===== config.mk =====
export PLATFORM = sky130hd
export DESIGN_NAME = cgra_cfg_sequencer
export DESIGN_NICKNAME = d
export VERILOG_FILES = /design/src/rtl/cgra_cfg_sequencer.sv
export SDC_FILE = /design/constraint.sdc
export NUM_CORES = 1
export LEC_CHECK = 0
export BUFFER_PORTS_ARGS = -buffer_cell sky130_fd_sc_hd__buf_2
export CAP_MARGIN = 25
export CELL_PAD_IN_SITES_DETAIL_PLACEMENT = 1
export CELL_PAD_IN_SITES_GLOBAL_PLACEMENT = 1
export CORE_UTILIZATION = 45
export CTS_CLUSTER_SIZE = 30
export DETAILED_ROUTE_END_ITERATION = 6
export MAX_ROUTING_LAYER = met4
export PLACE_DENSITY_LB_ADDON = 0.1
export SYNTH_ARGS = -nofsm -noshare
export SYNTH_HDL_FRONTEND = slang
export SYNTH_SLANG_ARGS = --single-unit

===== constraint.sdc =====
create_clock -name wb_clk_i -period 3 [get_ports wb_clk_i]
set_input_delay 0.45 -clock wb_clk_i [delete_from_list [all_inputs] [get_ports wb_clk_i]]
set_output_delay 0.45 -clock wb_clk_i [all_outputs]
set_load 0.01 [all_outputs]

===== src/rtl/cgra_cfg_sequencer.sv =====
// cgra_cfg_sequencer: buffers (addr, data, last) config commands in a small
// FIFO and, on start, replays them as single-cycle config writes to the CGRA
// while holding it stalled, releasing the stall after the entry marked last.
// Optional readback verification is enabled by defining CGRA_CFG_VERIFY_EN.
module cgra_cfg_sequencer #(
  parameter int         FIFO_DEPTH = 4,
  parameter int         SETTLE_CYC = 2,
  parameter int         READ_WAIT  = 2,
  parameter logic [3:0] RUN_STALL  = 4'b0000
) (
  input  logic        wb_clk_i,
  input  logic        wb_rst_ni,
  input  logic        start_i,
  input  logic        cmd_valid_i,
  output logic        cmd_ready_o,
  input  logic [31:0] cmd_addr_i,
  input  logic [31:0] cmd_data_i,
  input  logic        cmd_last_i,
  input  logic [31:0] CGRA_read_config_data,
  output logic [31:0] CGRA_config_config_addr,
  output logic [31:0] CGRA_config_config_data,
  output logic        CGRA_config_write,
  output logic        CGRA_config_read,
  output logic [3:0]  CGRA_stall,
  output logic        busy_o,
  output logic        done_o,
  output logic        err_o,
  output logic [15:0] word_count_o
);

  localparam int AW  = (FIFO_DEPTH > 1) ? $clog2(FIFO_DEPTH) : 1;
  localparam int CW  = AW + 1;
  localparam int SCW = $clog2(SETTLE_CYC + 1);
  localparam logic [SCW-1:0] SETTLE_LAST = SCW'(SETTLE_CYC - 1);

  typedef enum logic [2:0] {
    S_IDLE, S_SETTLE, S_FETCH, S_WRITE, S_CHECK_LAST, S_RELEASE, S_RDWAIT, S_COMPARE
  } state_t;

  state_t          state_q, state_d;
  logic [64:0]     fifo_mem [FIFO_DEPTH];
  logic [AW-1:0]   wr_ptr, rd_ptr;
  logic [CW-1:0]   fifo_cnt;
  logic            fifo_full, fifo_empty;
  logic            push, pop, flush;
  logic [SCW-1:0]  settle_cnt;
  logic [31:0]     cfg_addr, cfg_data;
  logic            cfg_last;
  logic [3:0]      stall_q;
  logic [15:0]     word_cnt;

  assign fifo_full   = (fifo_cnt == CW'(FIFO_DEPTH));
  assign fifo_empty  = (fifo_cnt == '0);
  assign cmd_ready_o = ~fifo_full;
  assign push        = cmd_valid_i & ~fifo_full;

`ifdef CGRA_CFG_VERIFY_EN
  localparam int RCW = $clog2(READ_WAIT + 1);
  localparam logic [RCW-1:0] READ_LAST = RCW'(READ_WAIT - 1);
  logic [RCW-1:0] rd_cnt;
  logic           err_q;
  logic           mismatch;
  assign mismatch = (CGRA_read_config_data != cfg_data);
`endif

  // State register for the sequencing FSM.
  always_ff @(posedge wb_clk_i or negedge wb_rst_ni) begin
    if (!wb_rst_ni) state_q <= S_IDLE;
    else            state_q <= state_d;
  end

  // Next-state logic plus the FIFO pop and flush requests it produces.
  always_comb begin
    state_d = state_q;
    pop     = 1'b0;
    flush   = 1'b0;
    case (state_q)
      S_IDLE:       if (start_i) state_d = S_SETTLE;
      S_SETTLE:     if (settle_cnt == SETTLE_LAST) state_d = S_FETCH;
      S_FETCH: begin
        if (!fifo_empty) begin
          pop     = 1'b1;
          state_d = S_WRITE;
        end
      end
`ifdef CGRA_CFG_VERIFY_EN
      S_WRITE:      state_d = S_RDWAIT;
      S_RDWAIT:     if (rd_cnt == READ_LAST) state_d = S_COMPARE;
      S_COMPARE: begin
        if (mismatch) begin
          flush   = 1'b1;
          state_d = S_IDLE;
        end else begin
          state_d = S_CHECK_LAST;
        end
      end
`else
      S_WRITE:      state_d = S_CHECK_LAST;
`endif
      S_CHECK_LAST: state_d = cfg_last ? S_RELEASE : S_FETCH;
      S_RELEASE:    state_d = S_IDLE;
      default:      state_d = S_IDLE;
    endcase
  end

  // Command storage; entries discarded by a flush are simply overwritten later.
  always_ff @(posedge wb_clk_i) begin
    if (push) fifo_mem[wr_ptr] <= {cmd_last_i, cmd_data_i, cmd_addr_i};
  end

  // FIFO pointers and occupancy; a flush empties the queue and wins over a push.
  always_ff @(posedge wb_clk_i or negedge wb_rst_ni) begin
    if (!wb_rst_ni) begin
      wr_ptr   <= '0;
      rd_ptr   <= '0;
      fifo_cnt <= '0;
    end else if (flush) begin
      wr_ptr   <= '0;
      rd_ptr   <= '0;
      fifo_cnt <= '0;
    end else begin
      if (push) wr_ptr <= wr_ptr + AW'(1);
      if (pop)  rd_ptr <= rd_ptr + AW'(1);
      case ({push, pop})
        2'b10:   fifo_cnt <= fifo_cnt + CW'(1);
        2'b01:   fifo_cnt <= fifo_cnt - CW'(1);
        default: fifo_cnt <= fifo_cnt;
      endcase
    end
  end

  // Pass datapath: stall level, settle timer, current command, write counter.
  always_ff @(posedge wb_clk_i or negedge wb_rst_ni) begin
    if (!wb_rst_ni) begin
      stall_q    <= 4'b1111;
      settle_cnt <= '0;
      cfg_addr   <= '0;
      cfg_data   <= '0;
      cfg_last   <= 1'b0;
      word_cnt   <= '0;
    end else begin
      case (state_q)
        S_IDLE: begin
          if (start_i) begin
            stall_q    <= 4'b1111;
            settle_cnt <= '0;
            word_cnt   <= '0;
          end
        end
        S_SETTLE: settle_cnt <= settle_cnt + SCW'(1);
        S_FETCH: begin
          if (pop) {cfg_last, cfg_data, cfg_addr} <= fifo_mem[rd_ptr];
        end
        S_WRITE:   if (word_cnt != 16'hFFFF) word_cnt <= word_cnt + 16'd1;
        S_RELEASE: stall_q <= RUN_STALL;
        default: ;
      endcase
    end
  end

`ifdef CGRA_CFG_VERIFY_EN
  // Readback wait timer and the sticky mismatch flag, cleared by the next start.
  always_ff @(posedge wb_clk_i or negedge wb_rst_ni) begin
    if (!wb_rst_ni) begin
      rd_cnt <= '0;
      err_q  <= 1'b0;
    end else begin
      case (state_q)
        S_IDLE:    if (start_i) err_q <= 1'b0;
        S_WRITE:   rd_cnt <= '0;
        S_RDWAIT:  rd_cnt <= rd_cnt + RCW'(1);
        S_COMPARE: if (mismatch) err_q <= 1'b1;
        default: ;
      endcase
    end
  end

  assign CGRA_config_read = (state_q == S_RDWAIT);
  assign err_o            = err_q;
`else
  logic unused_readback;
  assign unused_readback  = ^{CGRA_read_config_data, 32'(READ_WAIT)};
  assign CGRA_config_read = 1'b0;
  assign err_o            = 1'b0;
`endif

  assign CGRA_config_config_addr = cfg_addr;
  assign CGRA_config_config_data = cfg_data;
  assign CGRA_config_write       = (state_q == S_WRITE);
  assign CGRA_stall              = stall_q;
  assign busy_o                  = (state_q != S_IDLE);
  assign done_o                  = (state_q == S_RELEASE);
  assign word_count_o            = word_cnt;

endmodule


Word level (Yosys, flattened, before mapping)
Memories as Yosys holds them, arrays and structs flattened. A register that Yosys moved wholly into a read port is not among the register bits.
Index checks and enable logic that the tools add are counted.
{ "totals": {"regBits": 32, "mem_bits_rw": 260, "output_inout_bits": 90, "word_cells": 60, "memories": 1} }
{ "mem_list": {"columns": ["name", "depth", "word_bits", "rd", "rd_clocked_by_memory_dff", "wr", "line", "rtl"], "rows": [
  ["fifo_mem", 4, 65, 1, 1, 1, "41", "logic [64:0] fifo_mem [FIFO_DEPTH];"]
]} }
{ "op_classes": {"n_addsub": 6, "eq_ne": 14, "mux": 17, "bitwise": 2, "reduce_logical": 13} }
{ "op_table": {"columns": ["cell", "n"], "rows": [
  ["two-way mux 16 bit", 2],
  ["one-hot mux 16 bit (2 select lines)", 1],
  ["adder 16 x 1 -> 16 bit, second input constant", 1],
  ["!= test 16 bit, second input constant", 1],
  ["one-hot mux 3 bit (5 select lines)", 1],
  ["two-way mux 3 bit", 4],
  ["== test 3 bit, second input constant", 3],
  ["one-hot mux 4 bit (2 select lines)", 1],
  ["nonzero test 2 bit", 4],
  ["adder 2 x 1 -> 2 bit, second input constant", 3],
  ["== test 3 x 2 -> 1 bit, second input constant", 2],
  ["logical NOT 3 bit", 2],
  ["!= test 2 bit, second input constant", 3],
  ["one-hot mux 3 bit (2 select lines)", 1],
  ["AND reduction 2 bit", 3],
  ["AND reduction 3 bit", 2],
  ["== test 2 x 1 -> 1 bit, second input constant", 2],
  ["two-way mux 1 bit", 4],
  ["two-way mux 4 bit", 1],
  ["one-hot mux 2 bit (2 select lines)", 1],
  ["adder 3 x 1 -> 3 bit, second input constant", 1],
  ["== test 3 x 1 -> 1 bit, second input constant", 1],
  ["nonzero test 3 bit", 1],
  ["subtractor 3 x 1 -> 3 bit, second input constant", 1],
  ["other kinds (6)", 6]
]} }

Depth between registers and ports, before layout
Gate-level depths: netlist of the first run.
{ "depth": {"word_depth": 5, "mapped_depth": 10, "mapped_depth_nobuf": 10} }

Worst setup path before layout of the first run
Ideal clock, no wire load.
{ "synth_path": {"kind": "register to register", "from": "reg fifo_cnt[0]", "to": "mem fifo_mem[0][0], enable pin", "arrival_time_ps": 2242, "required_ps": 2570, "path_slack_ps": 328, "path_stages_with_launch": 4, "synth_period_minus_slack_ps": 2672, "path_cell_list": "dfrtp_1 > inv_1 > nand3_1 > and3_1"} }
{ "synth_via": {"elab_chain_cells": 5} }
{ "synth_rtl": {"columns": ["item", "line", "rtl"], "rows": [
  ["from (decl)", "43", "logic [CW-1:0] fifo_cnt;"],
  ["from (signal assigned)", "125", "2'b10: fifo_cnt <= fifo_cnt + CW'(1);"],
  ["from (signal assigned)", "126", "2'b01: fifo_cnt <= fifo_cnt - CW'(1);"],
  ["from (signal assigned)", "127", "default: fifo_cnt <= fifo_cnt;"],
  ["== test 3 bit", "52", "assign fifo_full = (fifo_cnt == CW'(FIFO_DEPTH));"],
  ["NOT 1 bit", null, null],
  ["named net cmd_ready_o", "15", "output logic cmd_ready_o,"],
  ["AND 1 bit", "55", "assign push = cmd_valid_i & ~fifo_full;"],
  ["two-way mux 1 bit", "108", "if (push) fifo_mem[wr_ptr] <= {cmd_last_i, cmd_data_i, cmd_addr_i};"],
  ["two-way mux 1 bit (not written as such)", "108", null],
  ["to (decl)", "41", null]
]} }
The timed path passes the listed nets, and every way through them passes these cells.

Final worst setup path of the first run
{ "layout_path": {"from": "reg state_q[0]", "to": "out CGRA_config_write"} }
{ "layout_via": {"elab_chain_cells": 1} }
{ "layout_rtl": {"columns": ["item", "line", "rtl"], "rows": [
  ["from (decl)", "40", "state_t state_q, state_d;"],
  ["from (signal assigned)", "69", "else state_q <= state_d;"],
  ["== test 3 x 2 -> 1 bit", "189", "assign CGRA_config_write = (state_q == S_WRITE);"],
  ["to (decl)", "22", "output logic CGRA_config_write,"]
]} }
No other way between the ends.

==> results.md, run 1 <==
Floorplanning:
- For this configuration, the core starts out at a cell density of 0.458.
- After floorplanning, the core was divided into 63 placement rows.
- The vertical extent of the die is 176 um.
- The area inside the core boundary is 29600 um2.
- The area of the die is 30900 um2.
- The total I/O pin count is 191.
- From left edge to right edge, the die measures 176 um.

Clock network:
- The clock passes through at most 3 buffers.
- The latest clock arrival within the worst-skew pair is 510 ps.
- The clock drives 354 sinks.
- The clock slew at the register clock pins of the worst setup and hold paths is 60 ps.
- Once the clock tree was built, the setup fixing pass inserted 0 buffers.
- The total clock buffers created by CTS is 38.
- The total number of H-tree levels is 2.
- Once the clock tree was built, the resizer swapped 0 gates to a different size.
- The clock tree from TritonCTS is done.
- The buffer cell driving the clock tree root is sky130_fd_sc_hd__clkbuf_16.

Routing:
- The routed design has 27.5 mm of wire.
- The routed via count is 6702.
- The average routed wire per standard cell is 21.8 um.
- For this run, design rule violations remaining after detail routing come to 0.
- The number of DRC markers in iteration 0 is 307.
- The first detailed-routing pass took 4 iterations.
- The number of nets still failing antenna checks after routing is 0.
- The vias per cell is 5.30.

Global routing:
- The total routing usage reported by global routing is 0.194.
- The number of antenna violations at the first check in global routing was 6.
- The via count of the first global-routing pass came to 7603.
- In the global route stage, met3 resource usage came out at 0.0478.
- Entering global routing, the biggest net connects 68 pins.
- The remaining global-route overflow is 0.
- The routing usage on met2 is 0.334.
- The met1 usage in global routing is 0.230.
- The wire length of the first global-routing pass is 43.8 mm.
- The global routing stage identified its most utilized layer as met2.

Logic synthesis:
- The distinct cell type count of the synthesized netlist is 51.
- The cell count after synthesis came out at 664.
- The post-synthesis instance area is 13600 um2.
- The leading register cell type out of synthesis is sky130_fd_sc_hd__edfxtp_1.
- The share of synthesized registers carrying an async set or reset is 0.266.
- Yosys printed 0 warnings.
- The average instance in the mapped netlist occupies 20.5 um2.
- The sequential area share after synthesis is 0.748.
- The count of flip-flops with a built-in enable after synthesis is 260.
- The flop and latch count out of synthesis is 354.

Layout:
- The final standard cell area without fillers is 16100 um2.
- Compared with the post-synthesis result, the final layout area differs by 18.8%.
- The final layout net count is 950.
- In the final layout, the share of cells above drive strength 1 is 0.433.
- The number of filler cells placed in the layout is 2720.

Setup path:
- The critical path startpoint category is a register.
- The worst register-to-register path has a setup slack of 700 ps.
- By startpoint and endpoint, the worst setup path is classified as register to output port.
- The critical path startpoint is state_q[0].
- Along the worst path, the maximum fanout reaches 20.
- Data on the critical path is required at its endpoint by 2550 ps.
- The startpoint of the most critical register-to-register path is fifo_cnt[0].
- The critical path capture point type is an output port.
- The critical path arrival is 1880 ps.

Place:
- The number of buffer cells added on primary ports is 156.
- Once placement finished, the instance area stood at 14900 um2.
- The congestion estimate from routability-driven global placement came to 0.762.
- The detailed placer's ending HPWL is 16.6 mm.

Timing:
- The final count of pins violating max slew is 0.
- Setup total negative slack on the finished layout was measured at 0 ps.
- Setup repair after global routing left no endpoint under its margin.
- The count of endpoints failing setup in the final report is 0.
- Static timing analysis puts the maximum clock frequency at 0.429 GHz.
- The final number of hold-violating endpoints is 0.
- Subtracting the final worst setup slack from the clock period gives 2330 ps.
- Across the routed clock network, the largest skew measured is 14.1 ps.
- Headroom to the max-slew limit came out at 0.605.
- At the pin with the least slew margin, the transition time is 592 ps.
- The fraction of the cycle the final worst path needs is 0.777.

Power:
- The standby leakage power is 5.98 nW.
- The worst-case IR drop observed on VDD is 0.636 mV.
- The power per standard cell area is 1000 nW/um2.

Status:
- The run finished with clean final reports.

Min path:
- The type of the worst min-delay path is input port to register.
- The startpoint identified for the worst hold timing path is cmd_addr_i[25].

Job:
- Max-cap violations in this run came to 0.
## cells in the final DEF, fill, tap and decap left out, drive strengths merged, types with 2 or more instances in the layout
cell / n
clkinv: 10
ha: 7
bufinv: 4
a31oi: 7
diode: 6
and3: 7
and2: 3
nor2b: 2
or4: 2
nor2: 7
buf: 172
xnor2: 3
mux2: 67
xor2: 3
a21oi: 6
conb: 2
o211ai: 9
nand2: 20
dfrtp: 93
and4: 2
edfxtp: 260
o22ai: 3
nand4: 4
mux4: 65
nor3: 2
a2bb2oi: 2
nand3: 9
o21ai: 6
or3: 5
inv: 21
clkbuf: 52
## synth_stat cells (all sizes together) (4+ instances only)
library cell | n | area [um2]
nand3 | 9 | 45.0
o21ai | 6 | 30.0
clkbuf | 6 | 22.5
mux2 | 67 | 758
buf | 31 | 236
dfrtp | 93 | 2330
nor2 | 7 | 26.3
a31oi | 7 | 58.8
inv | 20 | 75.1
nand4 | 4 | 25.0
or3 | 5 | 31.3
and3 | 7 | 43.8
mux4 | 65 | 1460
ha | 7 | 87.6
o211ai | 9 | 97.6
edfxtp | 260 | 7810
nand2 | 20 | 75.1
a21oi | 6 | 37.5
## state kept, by name (all words and copies together), names as in the netlist
signal	cells
fifo_cnt	3
CGRA_config_config_addr	32
CGRA_config_config_data	32
rd_ptr	2
wr_ptr	2
settle_cnt	2
state_q	3
word_count_o	16
CGRA_stall	1
cfg_last	1
fifo_mem	260
## per-layer routing
metal | up-vias | wire length (um)
li1 | 2992 | -
met1 | 3497 | 11300
met2 | 165 | 14300
met3 | 48 | 1530
met4 | 0 | 491
met5 | - | 0
## cell families (layout without fill, tap and decap cells)
family	Yosys count	count (layout)	synth area share
buffers and inverters	57	261	0.0246
muxes	133	133	0.164
and+or+nand+nor	67	67	0.0279
AOI/OAI and AO/OA	38	38	0.0228
other	1	8	0.000276
DFF	354	354	0.748
xor gates and xnor gates	6	6	0.00387
adders and majority gates	8	8	0.00792
## what timing repair did
| item | in CTS | in global routing |
|---|---|---|
| hold buffers | 1 | 0 |
| endpoints found under the setup margin | 0 | 0 |
| hold endpoints to repair | 34 | 0 |
## worst max-delay path: stages, from the launching register on
cell,delay [ps]
sky130_fd_sc_hd__dfrtp_1,600
sky130_fd_sc_hd__nand3b_4,250
sky130_fd_sc_hd__inv_2,330
sky130_fd_sc_hd__buf_2,200
## path summary, 6_finish.rpt
path	cells past startpoint	endpoint
worst max register to register	10	fifo_cnt[2]
worst min-delay path	1	fifo_mem[2][25]
max in group asynchronous	3	CGRA_stall[2]
worst max-delay path	3	CGRA_config_write
worst min register to register	1	CGRA_config_config_data[14]
min in group asynchronous	2	CGRA_config_config_addr[21]
## area by class of cell
cell class / instances / area [um2] / area share
clock inverter: 16 / 193 / 0.0119
multi-input combinational: 254 / 3110 / 0.193
inverter: 20 / 75.1 / 0.00466
clock buffer: 52 / 1050 / 0.0653
sequential: 354 / 10200 / 0.631
tap: 390 / 488 / 0.0303
timing repair buffer: 173 / 1030 / 0.0636
antenna: 6 / 15.0 / 0.000931
## metrics by stage
step	util	instances	worst slack [ps]	power (W)	hold WS [ps]
2_1_floorplan	-	665	328	0.0102	154
3_3_place_gp	0.501	1190	839	0.0115	466
3_5_place_dp	0.501	1190	745	0.0118	480
4_1_cts	0.544	1259	632	0.0164	127
5_1_grt	0.544	1265	533	0.0170	132
6_report	0.544	1265	670	0.0161	153
## power breakdown
group | switching [W] | internal [W]
Sequential | 0.000700 | 0.00662
Combinational | 0.00207 | 0.00212
Clock | 0.00181 | 0.00281
Total | 0.00458 | 0.0115
(Power assumes the default switching activity.)
==> run 2, diff against run 1 <==
- CORE_UTILIZATION: 45 -> 44
- clock period: 3 -> 1.89 ns (I/O delays scaled with it)
==> run 2 against run 1 <==
  * Design area rose by 6.6%
  * Critical path depth is 3 higher
  * Count of clock-buffer cells in the layout is 1 higher
  * Clock skew rose by 4.6 ps
  * Worst hold slack got worse by 78 ps
  * Non-clock buffer count grew 104
  * Via count grew 7.4%
  * Total power is 62% higher
  * Combinational power up 86%
  * Sequential power increased by 56%
  * Cell count rose by 8.1%
  * Critical endpoint is now cmd_ready_o
==> results.md, run 2 (synthesis results as in run 1) <==
Routing:
- The count of unresolved DRC violations after routing was 0 (unchanged).
- The vias per cell is 5.26 (was 5.30).
- The number of iterations in the first detailed-routing pass is 4 (unchanged).
- The number of nets still failing antenna checks after routing came to 0 (unchanged).
- The number of DRC markers in iteration 0 is 412 (was 307).
- The post-detailed-routing wire length is 29.4 mm (was 27.5 mm).
- The routed via count is 7195 (was 6702).
- The average routed wire per standard cell is 21.5 um (was 21.8 um).

Timing:
- The worst hold slack across all endpoints was 74.9 ps (was 153 ps).
- The post-route setup TNS is 0 ps (unchanged).
- The measured slew at the worst slew-check pin is 524 ps (was 592 ps).
- Subtracting the final worst setup slack from the clock period gives 1880 ps.
- The fraction of the cycle the final worst path needs is 0.996.
- The maximum clock rate is 0.531 GHz.
- The final count of pins violating max slew is 0 (unchanged).
- The max-slew headroom at the worst pin is 0.651 (was 0.605).
- Unrepaired setup endpoints after global routing: true (was false).
- The final number of hold-violating endpoints is 0 (unchanged).
- The worst clock skew on the final layout is 18.7 ps (was 14.1 ps).
- The count of endpoints failing setup in the final report is 0 (unchanged).

Floorplanning:
- The total I/O pin count was 191 (unchanged).
- The area of the die is 31600 um2 (was 30900 um2).
- The horizontal extent of the die is 178 um (was 176 um).
- The area inside the core boundary is 30000 um2 (was 29600 um2).
- The vertical extent of the die is 178 um (was 176 um).
- The row count is 63 (unchanged).
- The initial core utilization is 0.452 (was 0.458).

Min path:
- The start point of the worst hold path is start_i (was cmd_addr_i[25]).
- The number of cells on the worst hold path came to 3 (was 1).
- The type of the worst min-delay path is input port to register (unchanged).
- The sink of the worst hold path is CGRA_stall[2] (was fifo_mem[2][25]).

Setup path:
- The reg-to-reg setup timing slack was 40 ps (was 700 ps).
- The critical path capture point type is an output port (unchanged).
- The cell depth of the worst flop-to-flop path is 11 (was 10).
- The critical path arrival is 1600 ps (was 1880 ps).
- The class of the most critical setup path is register to output port (unchanged).
- The required time of the worst setup path came to 1610 ps (was 2550 ps).
- The critical-path cell with the highest stage delay is sky130_fd_sc_hd__dfrtp_1 (unchanged).
- The startpoint of the most critical register-to-register path is fifo_cnt[0] (unchanged).
- CP Cell Sequence: buf_6 > inv_4 > nand3_2 > buf_4 > buf_4 > buf_2 (was nand3b_4 > inv_2 > buf_2).
- The critical path startpoint category is a register (unchanged).
- The critical path's largest stage delay is 410 ps (was 600 ps).
- The top cell family by delay on the critical path was buffers and inverters (was flip-flops).
- The cell seen most often among critical-path stages is sky130_fd_sc_hd__buf_4.
- The number of buffers and inverters on the critical path was 5 (was 2).
- The critical register-to-register path endpoint is fifo_cnt[2] (unchanged).
- The largest fanout on the critical path came to 5 (was 20).

Status:
- Outcome: complete, no violations (unchanged).

Place:
- The post-place instance area came to 15200 um2 (was 14900 um2).
- The number of buffer cells added on primary ports is 156 (unchanged).
- The final weighted congestion of routability-driven global placement was 0.792 (was 0.762).
- The number of cells after detailed placement is 1221 (was 1190).
- The detailed placer's ending HPWL is 18.0 mm (was 16.6 mm).

Layout:
- The most common library cell in the layout ignoring fill and taps is sky130_fd_sc_hd__edfxtp_1 (unchanged).
- The register with the most flip-flops is fifo_mem (unchanged).
- The area growth from synthesis to layout came to 26.6% (was 18.8%).
- Commonest non-fill, non-tap cells in the layout: sky130_fd_sc_hd__edfxtp_1, sky130_fd_sc_hd__buf_2, sky130_fd_sc_hd__dfrtp_1 (unchanged).
- The flip-flop count of the largest register after layout came to 260 (unchanged).
- The final layout net count is 1055 (was 950).
- The ratio of cells with drive above 1 in the final layout is 0.434 (was 0.433).
- The final instance count without filler cells was 1367 (was 1265).
- The final standard cell area without fillers is 17200 um2 (was 16100 um2).

Clock network:
- The maximum buffer depth of the clock tree came to 3 (unchanged).
- The total number of H-tree levels came to 2 (unchanged).
- The total clock buffers created by CTS came to 39 (was 38).
- The clock slew at the register clock pins of the worst setup and hold paths is 50 ps (was 60 ps).
- The clock tree from TritonCTS is done (unchanged).
- The number of clock sinks was 354 (unchanged).
- The latest clock arrival within the worst-skew pair came to 530 ps (was 510 ps).
- The buffer cell driving the clock tree root is sky130_fd_sc_hd__clkbuf_16 (unchanged).

Global routing:
- The remaining global-route overflow is 0 (unchanged).
- The maximum number of pins on one net before global-route repair is 36 (was 68).
- The number of antenna violations at the first check in global routing was 1 (was 6).
- The total routing usage reported by global routing is 0.201 (was 0.194).
- The wire length of the first global-routing pass is 46.0 mm (was 43.8 mm).
- The via count of the first global-routing pass is 8137 (was 7603).

Job:
- The max-cap violation count is 0 (unchanged).

Power:
- The power per standard cell area is 1520 nW/um2 (was 1000 nW/um2).
- The standby leakage power is 6.46 nW (was 5.98 nW).
- The worst supply voltage drop on vdd is 0.960 mV (was 0.636 mV).
## run 2: worst max path at each step
stage,from,end,cells after the start
final,fifo_cnt[0],cmd_ready_o,6
after global routing,fifo_cnt[0],fifo_cnt[2],11
after CTS,state_q[0],busy_o,3
after detailed placement,state_q[0],word_count_o[1],5
after global placement,fifo_cnt[1],fifo_cnt[2],9
after floorplan,state_q[0],fifo_cnt[2],10
## run 2: per-stage QoR
step,utilization,total power [W],setup slack [ps]
after global placement,0.507,0.0188,7.68
after CTS,0.570,0.0264,-18.9
final,0.573,0.0261,8.30
after floorplan,-,0.0161,-254
after detailed placement,0.507,0.0192,-23.2
after global routing,0.573,0.0275,-88.8
## run 2: worst register-to-register path: cells and delay by family, from the launching register on
kind	cells	cell delay, ps
simple gates	3	360
fa+ha+maj	2	450
xor+xnor	2	300
flops	1	410
buf+inv	4	280
## run 2: report_power, final
group | switching, W | total [W] | internal, W
Combinational | 0.00374 | 0.00782 | 0.00408
Sequential | 0.000917 | 0.0114 | 0.0105
Clock | 0.00294 | 0.00688 | 0.00394
## run 2: what timing repair did
action | in CTS | in global routing
hold buffers | 66 | 0
setup endpoints to repair | 8 | 14
setup buffers | 5 | 4
pin swaps | 8 | 8
resized for setup | 18 | 9
hold endpoints to repair | 284 | 0
## run 2: metal layers
layer / GRT usage / vias up / part of all wire
li1: - / 3202 / -
met1: 0.240 / 3767 / 0.41
met2: 0.347 / 182 / 0.52
met3: 0.0396 / 44 / 0.048
met4: 0.0520 / 0 / 0.018
met5: - / - / 0
## run 2: final cells by class
| class | instances | area (um2) |
|---|---|---|
| fill | 2703 | 12800 |
| sequential | 354 | 10200 |
| multi-input combinational | 254 | 3150 |
| timing repair buffer | 277 | 2130 |
| clock buffer | 53 | 1060 |
| tap | 390 | 488 |
| clock inverter | 18 | 103 |
| inverter | 20 | 92.6 |
| antenna | 1 | 2.50 |
==> run 3, diff against run 2 <==
- CELL_PAD_IN_SITES_DETAIL_PLACEMENT: 1 -> default
- CELL_PAD_IN_SITES_GLOBAL_PLACEMENT: 1 -> default
- CORE_UTILIZATION: 44 -> 45
- PLACE_DENSITY: default -> 0.76
- PLACE_DENSITY_LB_ADDON: 0.1 -> default
==> run 3 against run 2 <==
  * Via count down 2.7%
  * Register-to-register slack gained 20 ps
  * Clock power up 7.6%
  * Global-route usage shrank 2.1 points
  * Sequential power is essentially flat
  * Total power up 0.75%
  * Non-clock buffer count down 11
  * Core utilization grew 0.69 points
  * Die area fell by 2.2%
  * Combinational power shrank 3.5%
  * Sequential share of layout area rose by 0.081 points
  * Critical path depth fell by 3
==> results.md, run 3 (synthesis results as in run 1) <==
Layout:
- The most common library cell in the layout ignoring fill and taps is sky130_fd_sc_hd__edfxtp_1 (unchanged).
- The ratio of cells with drive above 1 in the final layout is 0.432 (was 0.434).
- The flip-flop count of the largest register after layout is 260 (unchanged).
- The area growth from synthesis to layout is 26.5% (was 26.6%).
- The number of filler cells placed in the layout is 2245 (was 2703).
- The final layout net count is 1044 (was 1055).
- The final standard cell area without fillers is 17200 um2 (about the same).
- The register with the most flip-flops is fifo_mem (unchanged).
- Commonest non-fill, non-tap cells in the layout: sky130_fd_sc_hd__edfxtp_1, sky130_fd_sc_hd__buf_2, sky130_fd_sc_hd__dfrtp_1 (unchanged).
- The final cell utilization of the core is 0.579 (was 0.573).

Place:
- The setup slack at placement came to 34.2 ps (was -23.2 ps).
- The detailed placer's ending HPWL was 15.1 mm (was 18.0 mm).
- The final weighted congestion of routability-driven global placement is 0.761 (was 0.792).
- The post-place instance area was 15200 um2 (about the same).
- The number of buffer cells added on primary ports is 156 (unchanged).

Routing:
- The number of DRC markers in iteration 0 was 409 (was 412).
- The number of nets still failing antenna checks after routing is 0 (unchanged).
- The vias per cell is 5.17 (was 5.26).
- The number of iterations in the first detailed-routing pass is 4 (unchanged).
- The routed via count is 7003 (was 7195).
- The count of unresolved DRC violations after routing was 0 (unchanged).
- The average routed wire per standard cell is 19.4 um (was 21.5 um).
- The post-detailed-routing wire length is 26.3 mm (was 29.4 mm).

Timing:
- The clock period minus final worst setup slack is 1870 ps (was 1880 ps).
- The worst clock skew on the final layout is 10.7 ps (was 18.7 ps).
- The maximum clock rate is 0.534 GHz (was 0.531 GHz).
- The final number of hold-violating endpoints is 0 (unchanged).
- The count of endpoints failing setup in the final report is 0 (unchanged).
- The post-route setup TNS is 0 ps (unchanged).
- Unrepaired setup endpoints after global routing: true (unchanged).
- The fraction of the cycle the final worst path needs is 0.990 (was 0.996).
- The worst-case setup margin in the final layout is 18.8 ps (was 8.30 ps).
- The final count of pins violating max slew came to 0 (unchanged).

Power:
- The fraction of power consumed by sequential logic was 0.432 (was 0.437).
- The power per standard cell area was 1530 nW/um2 (was 1520 nW/um2).
- The worst supply voltage drop on vdd came to 1.13 mV (was 0.960 mV).
- The total net switching power was 0.00736 W (was 0.00760 W).
- The proportion of power drawn by combinational gates is 0.287 (was 0.299).
- The clock share of power came to 0.281 (was 0.263).
- The post-layout total power is 0.0263 W (was 0.0261 W).
- The total internal power came to 0.0190 W (was 0.0185 W).
- The standby leakage power is 6.46 nW (about the same).
- The switching part of the total power came to 0.279 (was 0.291).

Global routing:
- The total routing usage reported by global routing is 0.179 (was 0.201).
- The number of antenna violations at the first check in global routing was 1 (unchanged).
- The wire length of the first global-routing pass was 41.2 mm (was 46.0 mm).
- The via count of the first global-routing pass was 7399 (was 8137).
- The maximum number of pins on one net before global-route repair is 50 (was 36).
- The remaining global-route overflow is 0 (unchanged).

Setup path:
- The cell seen most often among critical-path stages is sky130_fd_sc_hd__buf_6 (was sky130_fd_sc_hd__buf_4).
- CP Cell Sequence: buf_6 > or3_4 > buf_6 (was buf_6 > inv_4 > nand3_2 > buf_4 > buf_4 > buf_2).
- The critical path arrival came to 1590 ps (was 1600 ps).
- The critical path's largest stage delay is 440 ps (was 410 ps).
- The critical path capture point type is an output port (unchanged).
- The critical-path cell with the highest stage delay is sky130_fd_sc_hd__dfrtp_2 (was sky130_fd_sc_hd__dfrtp_1).
- The critical path startpoint category is a register (unchanged).
- The required time of the worst setup path came to 1610 ps (about the same).
- The largest fanout on the critical path came to 4 (was 5).
- The class of the most critical setup path is register to output port (unchanged).

Floorplanning:
- The horizontal extent of the die is 176 um (was 178 um).
- The total I/O pin count is 191 (unchanged).
- The initial core utilization was 0.458 (was 0.452).
- The area inside the core boundary is 29600 um2 (was 30000 um2).
- The row count is 63 (unchanged).
- The area of the die was 30900 um2 (was 31600 um2).
- The vertical extent of the die is 176 um (was 178 um).

Clock network:
- The total clock buffers created by CTS was 38 (was 39).
- The maximum buffer depth of the clock tree is 3 (unchanged).
- The latest clock arrival within the worst-skew pair was 510 ps (was 530 ps).
- The buffer cell driving the clock tree root is sky130_fd_sc_hd__clkbuf_16 (unchanged).
- The total number of H-tree levels is 2 (unchanged).
- The number of clock sinks is 354 (unchanged).
- The clock tree from TritonCTS is done (unchanged).
- The clock slew at the register clock pins of the worst setup and hold paths came to 60 ps (was 50 ps).

Status:
- Outcome: complete, no violations (unchanged).

Min path:
- The type of the worst min-delay path is input port to register (unchanged).

Job:
- The max-cap violation count is 0 (unchanged).
run 3: cell types whose count changed in the layout (fill, tap and decap cells not counted), moves of 2 or more:
cell / delta
sky130_fd_sc_hd__buf_4: -8
sky130_fd_sc_hd__clkinvlp_4: -2
sky130_fd_sc_hd__clkinv_1: -4
sky130_fd_sc_hd__bufinv_16: +4
sky130_fd_sc_hd__clkbuf_8: +2
sky130_fd_sc_hd__buf_6: -4
run 3: per-stage QoR:
| step | hold slack, ps | std cells |
|---|---|---|
| 2_1_floorplan | -12.1 | 665 |
| 3_3_place_gp | 324 | 1215 |
| 3_5_place_dp | 323 | 1215 |
| 4_1_cts | 5.99 | 1351 |
| 5_1_grt | 14.0 | 1355 |
| 6_report | 25.0 | 1355 |
run 3: path summary, 6_finish.rpt:
path / startpoint / to / slack [ps] / depth (start not counted)
max: state_q[2] / busy_o / 20 / 3
min: cmd_addr_i[12] / fifo_mem[3][12] / 20 / 1
max reg2reg: state_q[0] / fifo_cnt[2] / 60 / 7
min reg2reg: CGRA_config_config_data[14] / CGRA_config_config_data[14] / 480 / 1
max in group asynchronous: wb_rst_ni / CGRA_stall[2] / 1260 / 3
min in group asynchronous: wb_rst_ni / CGRA_config_config_addr[19] / 310 / 3
run 3: power by group through the flow:
| stage | sequential [W] | combinational (W) | clock (W) |
|---|---|---|---|
| after floorplan | 0.0116 | 0.00457 | 0 |
| after global placement | 0.0114 | 0.00725 | 0 |
| after detailed placement | 0.0115 | 0.00741 | 0 |
| after CTS | 0.0114 | 0.00764 | 0.00756 |
| after global routing | 0.0116 | 0.00817 | 0.00785 |
| final | 0.0114 | 0.00755 | 0.00740 |
run 3: layout make-up:
type	count	area, um2	share of cell area
sequential	354	10200	0.592
multi-input combinational	254	3140	0.183
timing repair buffer	266	2030	0.118
clock buffer	53	1060	0.0616
tap	390	488	0.0284
clock inverter	16	189	0.0110
inverter	20	82.6	0.00481
timing repair inverter	1	6.26	0.000364
antenna	1	2.50	0.000146
run 3: repair_timing:
action,4_1_cts,5_1_grt
cloned,1,0
hold endpoints to repair,349,0
setup endpoints to repair,3,7
hold buffers,65,0
buffers inserted,1,3
gates resized for setup,11,6
pin swaps,0,1
run 3: per-layer routing:
| metal | share of wire | up-vias | global-route usage |
|---|---|---|---|
| met3 | 0.049 | 42 | 0.0361 |
| li1 | - | 3169 | - |
| met1 | 0.43 | 3624 | 0.230 |
| met4 | 0.019 | 0 | 0.0489 |
| met5 | 0 | - | - |
| met2 | 0.50 | 168 | 0.292 |
run 3: critical path, delay by kind of cell (launching register included):
kind / cells / cell delay, ps
DFF: 1 / 440
and+or+nand+nor: 1 / 380
buffers and inverters: 2 / 260
